### src/rtl/shift_led_engine.sv
// shift_led_engine: WIDTH-bit LED pattern engine.
// The pattern advances on a prescaler tick (every DIV clocks while enable=1)
// or on a manual step, in one of four modes. wrap pulses for one cycle when a
// full pattern cycle completes.
//
// Build option: SHIFT_LED_STEP_SYNC_EN
//   defined   -> step goes through a 2-flop synchronizer plus rising-edge
//                detect, so one press (however long) gives one advance.
//   undefined -> step is used directly; every cycle with step=1 advances.
//
// mode | meaning
// -----+--------------------------------------------------------------
//  0   | ROTATE   : circular shift, wrap every WIDTH advances
//  1   | SHIFT    : zero-fill shift, reload INIT (and wrap) once empty
//  2   | PINGPONG : bounce between ends, wrap on each bounce
//  3   | JOHNSON  : twisted-ring counter, wrap every 2*WIDTH advances

module shift_led_engine #(
  parameter int               WIDTH = 8,
  parameter int               DIV   = 10_000_000,
  parameter logic [WIDTH-1:0] INIT  = 1
) (
  input  logic             clk,
  input  logic             reset,
  input  logic             enable,
  input  logic             step,
  input  logic [1:0]       mode,
  input  logic             dir,
  input  logic             load,
  input  logic [WIDTH-1:0] load_data,
  output logic [WIDTH-1:0] q,
  output logic             dir_state,
  output logic             wrap
);

  localparam int PW = (DIV > 1) ? $clog2(DIV) : 1;
  localparam int CW = $clog2(2 * WIDTH);
  localparam logic [PW-1:0] PRE_LAST = PW'(DIV - 1);
  localparam logic [CW-1:0] ROT_LAST = CW'(WIDTH - 1);
  localparam logic [CW-1:0] JOH_LAST = CW'(2 * WIDTH - 1);

  typedef enum logic [1:0] {
    M_ROTATE   = 2'd0,
    M_SHIFT    = 2'd1,
    M_PINGPONG = 2'd2,
    M_JOHNSON  = 2'd3
  } mode_t;

  logic [PW-1:0]    presc;
  logic             tick;
  logic             step_evt;
  logic             adv;
  logic [1:0]       mode_q;
  logic [CW-1:0]    cnt;
  logic [CW-1:0]    cnt_base;
  logic [CW-1:0]    cnt_nxt;
  logic [WIDTH-1:0] q_nxt;
  logic             ds_nxt;
  logic             wrap_nxt;
  logic             lead;
  logic             pp_dir;

  assign tick = enable && (presc == PRE_LAST);
  assign adv  = tick || step_evt;

  // Prescaler: counts 0..DIV-1 while enabled, restarts on disable or load
  always_ff @(posedge clk or posedge reset) begin
    if (reset)
      presc <= '0;
    else if (!enable || load || tick)
      presc <= '0;
    else
      presc <= presc + 1'b1;
  end

`ifdef SHIFT_LED_STEP_SYNC_EN
  logic [2:0] step_sr;

  // Step synchronizer (two flops) plus one history flop for edge detect
  always_ff @(posedge clk or posedge reset) begin
    if (reset)
      step_sr <= '0;
    else
      step_sr <= {step_sr[1:0], step};
  end

  assign step_evt = step_sr[1] & ~step_sr[2];
`else
  assign step_evt = step;
`endif

  // Next pattern, direction, cycle count and wrap for this cycle
  always_comb begin
    cnt_base = (mode != mode_q) ? '0 : cnt;
    q_nxt    = q;
    ds_nxt   = dir_state;
    wrap_nxt = 1'b0;
    cnt_nxt  = cnt_base;
    lead     = 1'b0;
    pp_dir   = dir_state;
    if (load) begin
      q_nxt   = load_data;
      ds_nxt  = dir;
      cnt_nxt = '0;
    end else if (adv) begin
      case (mode_t'(mode))
        M_ROTATE: begin
          ds_nxt = dir;
          q_nxt  = dir ? {q[0], q[WIDTH-1:1]} : {q[WIDTH-2:0], q[WIDTH-1]};
          if (cnt_base == ROT_LAST) begin
            cnt_nxt  = '0;
            wrap_nxt = 1'b1;
          end else begin
            cnt_nxt = cnt_base + 1'b1;
          end
        end
        M_SHIFT: begin
          ds_nxt = dir;
          if (q == '0) begin
            q_nxt    = INIT;
            wrap_nxt = 1'b1;
          end else begin
            q_nxt = dir ? (q >> 1) : (q << 1);
          end
        end
        M_PINGPONG: begin
          // An empty pattern has nothing to bounce, so it simply holds
          if (q != '0) begin
            lead     = dir_state ? q[0] : q[WIDTH-1];
            pp_dir   = dir_state ^ lead;
            ds_nxt   = pp_dir;
            wrap_nxt = lead;
            q_nxt    = pp_dir ? (q >> 1) : (q << 1);
          end
        end
        default: begin
          ds_nxt = dir;
          q_nxt  = dir ? {~q[0], q[WIDTH-1:1]} : {q[WIDTH-2:0], ~q[WIDTH-1]};
          if (cnt_base == JOH_LAST) begin
            cnt_nxt  = '0;
            wrap_nxt = 1'b1;
          end else begin
            cnt_nxt = cnt_base + 1'b1;
          end
        end
      endcase
    end
  end

  // Registered pattern state and outputs
  always_ff @(posedge clk or posedge reset) begin
    if (reset) begin
      q         <= INIT;
      dir_state <= 1'b0;
      wrap      <= 1'b0;
      cnt       <= '0;
      mode_q    <= 2'd0;
    end else begin
      q         <= q_nxt;
      dir_state <= ds_nxt;
      wrap      <= wrap_nxt;
      cnt       <= cnt_nxt;
      mode_q    <= mode;
    end
  end

endmodule
### config.mk
export PLATFORM = sky130hd
export DESIGN_NAME = shift_led_engine
export DESIGN_NICKNAME = d
export VERILOG_FILES = /design/src/rtl/shift_led_engine.sv
export SDC_FILE = /design/constraint.sdc
export NUM_CORES = 1
export LEC_CHECK = 0
export ABC_AREA = 1
export BUFFER_PORTS_ARGS = -buffer_cell sky130_fd_sc_hd__buf_4
export CAP_MARGIN = 30
export CORE_ASPECT_RATIO = 1.25
export CORE_MARGIN = 5
export CORE_UTILIZATION = 33
export DETAILED_ROUTE_END_ITERATION = 7
export GPL_TIMING_DRIVEN = 0
export PLACE_DENSITY = 0.53
export SETUP_SLACK_MARGIN = 0.02
export SYNTH_ARGS = -nofsm -noshare
export SYNTH_HDL_FRONTEND = slang
export SYNTH_SLANG_ARGS = --single-unit
export TNS_END_PERCENT = 100
### constraint.sdc
create_clock -name clk -period 2 [get_ports clk]
set_input_delay 0.4 -clock clk [delete_from_list [all_inputs] [get_ports clk]]
set_output_delay 0.4 -clock clk [all_outputs]
set_load 0.05 [all_outputs]
==> run_results.csv <==
group,metric,value,unit
clock_network,cts.sinks,40,
cells_and_area,n_antenna_cell,0,
route,via_count,2519,
pwr,power_density,586,nW/um^2
logic_synthesis,synth_edf_count,0,
route,wirelength,7010,um
place,hpwlAfterDp,5380,um
hold_path,min_from,"mode[0]",
global_routing,grt_max_degree,41,
global_routing,grt_pass1_vias,2665,
global_routing,met2_usage,26.4,%
pwr,p_total,1.83,mW
global_routing,grt_pass1_wl,12300,um
sta,setup_viol_count_final,0,
pwr,peakVddDrop,0.000264,V
critical_path,crit_path_end_kind,"register",
logic_synthesis,async_reset_ff_share,100,%
cells_and_area,nets,444,
floorplanning,die_y,112,um
clock_network,numCtsBuffers,5,
critical_path,cp_slowest_cell,"dfrtp_1",
route,drtAntennaViolNets,0,
run_status,status,"complete, no violations",
route,avgRoutedWirePerCell,13.5,um
logic_synthesis,synth.cell_area,2740,sq um
logic_synthesis,yosysSeqAreaShare,36.5,%
route,viasPerCell,4.84,
critical_path,timing.rr.start,"mode_q[1]$_DFF_PP0_",
route,drtPass1Iterations,4,
critical_path,cp_num_buf_inv,2,
clock_network,clkTransAtPathRegs,0.08,ns
clock_network,clock_latency,0.29,ns
cells_and_area,drive_gt1_share,16.5,%
place,place_congestion,0.886,
route,drc,0,
logic_synthesis,ys.flop_type,"dfrtp_1",
floorplanning,start_util,33.5,%
logic_synthesis,ys_types,37,
cells_and_area,area_growth,14.1,%
sta,fin_hold_ws,0.254,ns
floorplanning,dieArea,10200,sq um
critical_path,path_cells,"nand2_1, nand2_1, nor2_4, inv_1, nor2_1, ha_2, nand3_1, nor2_1, nor2_1, inv_1, nand2_1, nand2_1, nor2_1",
global_routing,track_usage,14.5,%
floorplanning,coreArea,8190,sq um
global_routing,antenna_found_initial,0,
global_routing,grt_overflow,0,
floorplanning,die_x,91.5,um
critical_path,max_stage_delay,0.38,ns
logic_synthesis,yosysWarningCount,0,
logic_synthesis,synth.net_count,414,
critical_path,reg2reg_depth,13,
sta,skew,0.0113,ns
sta,fmax,0.559,GHz
sta,slew_viol_final,0,
job,drv_cap,0,
logic_synthesis,synthTopCellsByArea,"dfrtp_1, nand2_1, inv_1, nor2_1, nand3_1",
clock_network,htreeDepth,2,
logic_synthesis,yosysTopAreaCell,"dfrtp_1",
global_routing,grt-busiest-layer,"met2",
critical_path,cp.arrival,1.97,ns
critical_path,critical-path-top-delay-family,"simple AND/OR/NAND/NOR gates",
sta,maxSlewHeadroom,41.5,%
route,drt_iter0_markers,114,
hold_path,hp-class,"in -> reg",
clock_network,cts_tree,"done",
global_routing,use_met3,2.84,%
critical_path,r2r_setup_slack,0.21,ns
critical_path,reg2reg_to,"cnt[3]$_DFF_PP0_",
hold_path,holdPathStages,1,
pwr,p_leak,1.46,nW
floorplanning,io_pins,26,
sta,hold_violations,0,
sta,worst_pin_slew,0.877,ns
logic_synthesis,synthCells,392,
logic_synthesis,synth_most_common_cell,"nand2_1",
logic_synthesis,yosys_register_bits,40,
logic_synthesis,avgSynthCellArea,7.00,sq um
logic_synthesis,yosys-top-cells-count,"nand2_1, inv_1, nor2_1, dfrtp_1, nand3_1",
global_routing,grtUsageMet1,16.4,%
sta,fin_crit_sh,89.4,%
floorplanning,rows,37,
clock_network,post_cts_buffers,0,
clock_network,cts_root_buffer,"clkbuf_8",
critical_path,worstSetupPathType,"reg -> reg",
critical_path,critical_path_required,2.18,ns
clock_network,cts_buffer_depth,2,
sta,period_minus_slack,1.79,ns
place,port_buffers,23,
hold_path,min_to,"mode_q[0]$_DFF_PP0_",
logic_synthesis,synth_top_area_share,35.6,%
critical_path,critical_path_peak_fanout,5,
cells_and_area,fin_area,3130,sq um
place,dpl-instance-area,3040,sq um
critical_path,start_kind,"register",
sta,grt_setup_unrepaired,"false",
## state kept, by name, summed over array words and instances, names as in the netlist
name	cells
mode_q	2
presc	24
wrap	1
q	8
cnt	4
dir_state	1
## what timing repair did
item | CTS | global route
gates resized for setup | 0 | 4
setup endpoints to repair | 0 | 4
hold buffers | 0 | 0
## report_power, final
part	internal, mW	switching, mW
Sequential	0.840	0.0386
Clock	0.245	0.287
Combinational	0.129	0.295
Total	1.22	0.620
## per-stage QoR
stage	instances	utilization (%)	TNS, ns	worst slack (ns)
6_report	520	38.2	0	0.211
5_1_grt	520	38.2	0	0.0205
4_1_cts	520	38.1	0	0.0329
3_5_place_dp	512	37.1	-0.473	-0.164
3_3_place_gp	512	37.1	-0.440	-0.159
2_1_floorplan	392	-	0	0.230
## kinds of logic after synthesis
group	after synthesis	synth area share [%]
adder cells (fa/ha/maj)	6	2.74
AO/OA/AOI/OAI	57	11.3
buffers and inverters	62	9.03
XOR/XNOR	8	2.55
AND/OR/NAND/NOR	219	37.9
flip-flops	40	36.5
## worst max path at each step
stage	from	endpoint	slack (ns)	cells past startpoint
after floorplan	mode[1]	cnt[3]$_DFF_PP0_	0.23	14
after global placement	mode[1]	cnt[3]$_DFF_PP0_	-0.16	15
after detailed placement	mode[1]	cnt[3]$_DFF_PP0_	-0.16	15
after CTS	mode_q[1]$_DFF_PP0_	cnt[3]$_DFF_PP0_	0.03	13
after global routing	mode_q[1]$_DFF_PP0_	cnt[3]$_DFF_PP0_	0.02	14
final	mode_q[1]$_DFF_PP0_	cnt[3]$_DFF_PP0_	0.21	13
## per-layer routing
layer,vias up,routed length (um),part of all wire [%]
li1,1315,-,-
met1,1147,3010,43
met2,42,3550,51
met3,15,283,4.0
met4,0,166,2.4
met5,-,0,0
## placed cells by master (no fill, tap or decap), types with 2 or more instances in the layout
cell and count:
buf_4 24, o21ai_2 2, nand2_1 101, nand2_2 4, o21ai_0 24, xor2_1 6
dfrtp_1 39, clkbuf_1 4, ha_1 5, inv_1 49, nand3_4 2, nand2_4 3
a21oi_1 22, nand3b_1 2, nand3_2 3, o21ai_1 5, nand4_1 7, inv_2 5
or2_2 3, nand3_1 25, clkbuf_8 5, nor2_2 4, nor2_4 3, nor3_2 3
xnor2_1 2, buf_2 2, nor3_1 11, nor2_1 46, clkinv_2 2
## area by class of cell
class	instances	area, sq um
timing repair buffer	23	173
clock buffer	7	76.3
clock inverter	1	5.00
buffer	6	36.3
tap	97	121
inverter	56	211
multi-input combinational	290	1510
fill	885	5060
sequential	40	1000
Note: power is estimated with default switching activity, not from simulation.
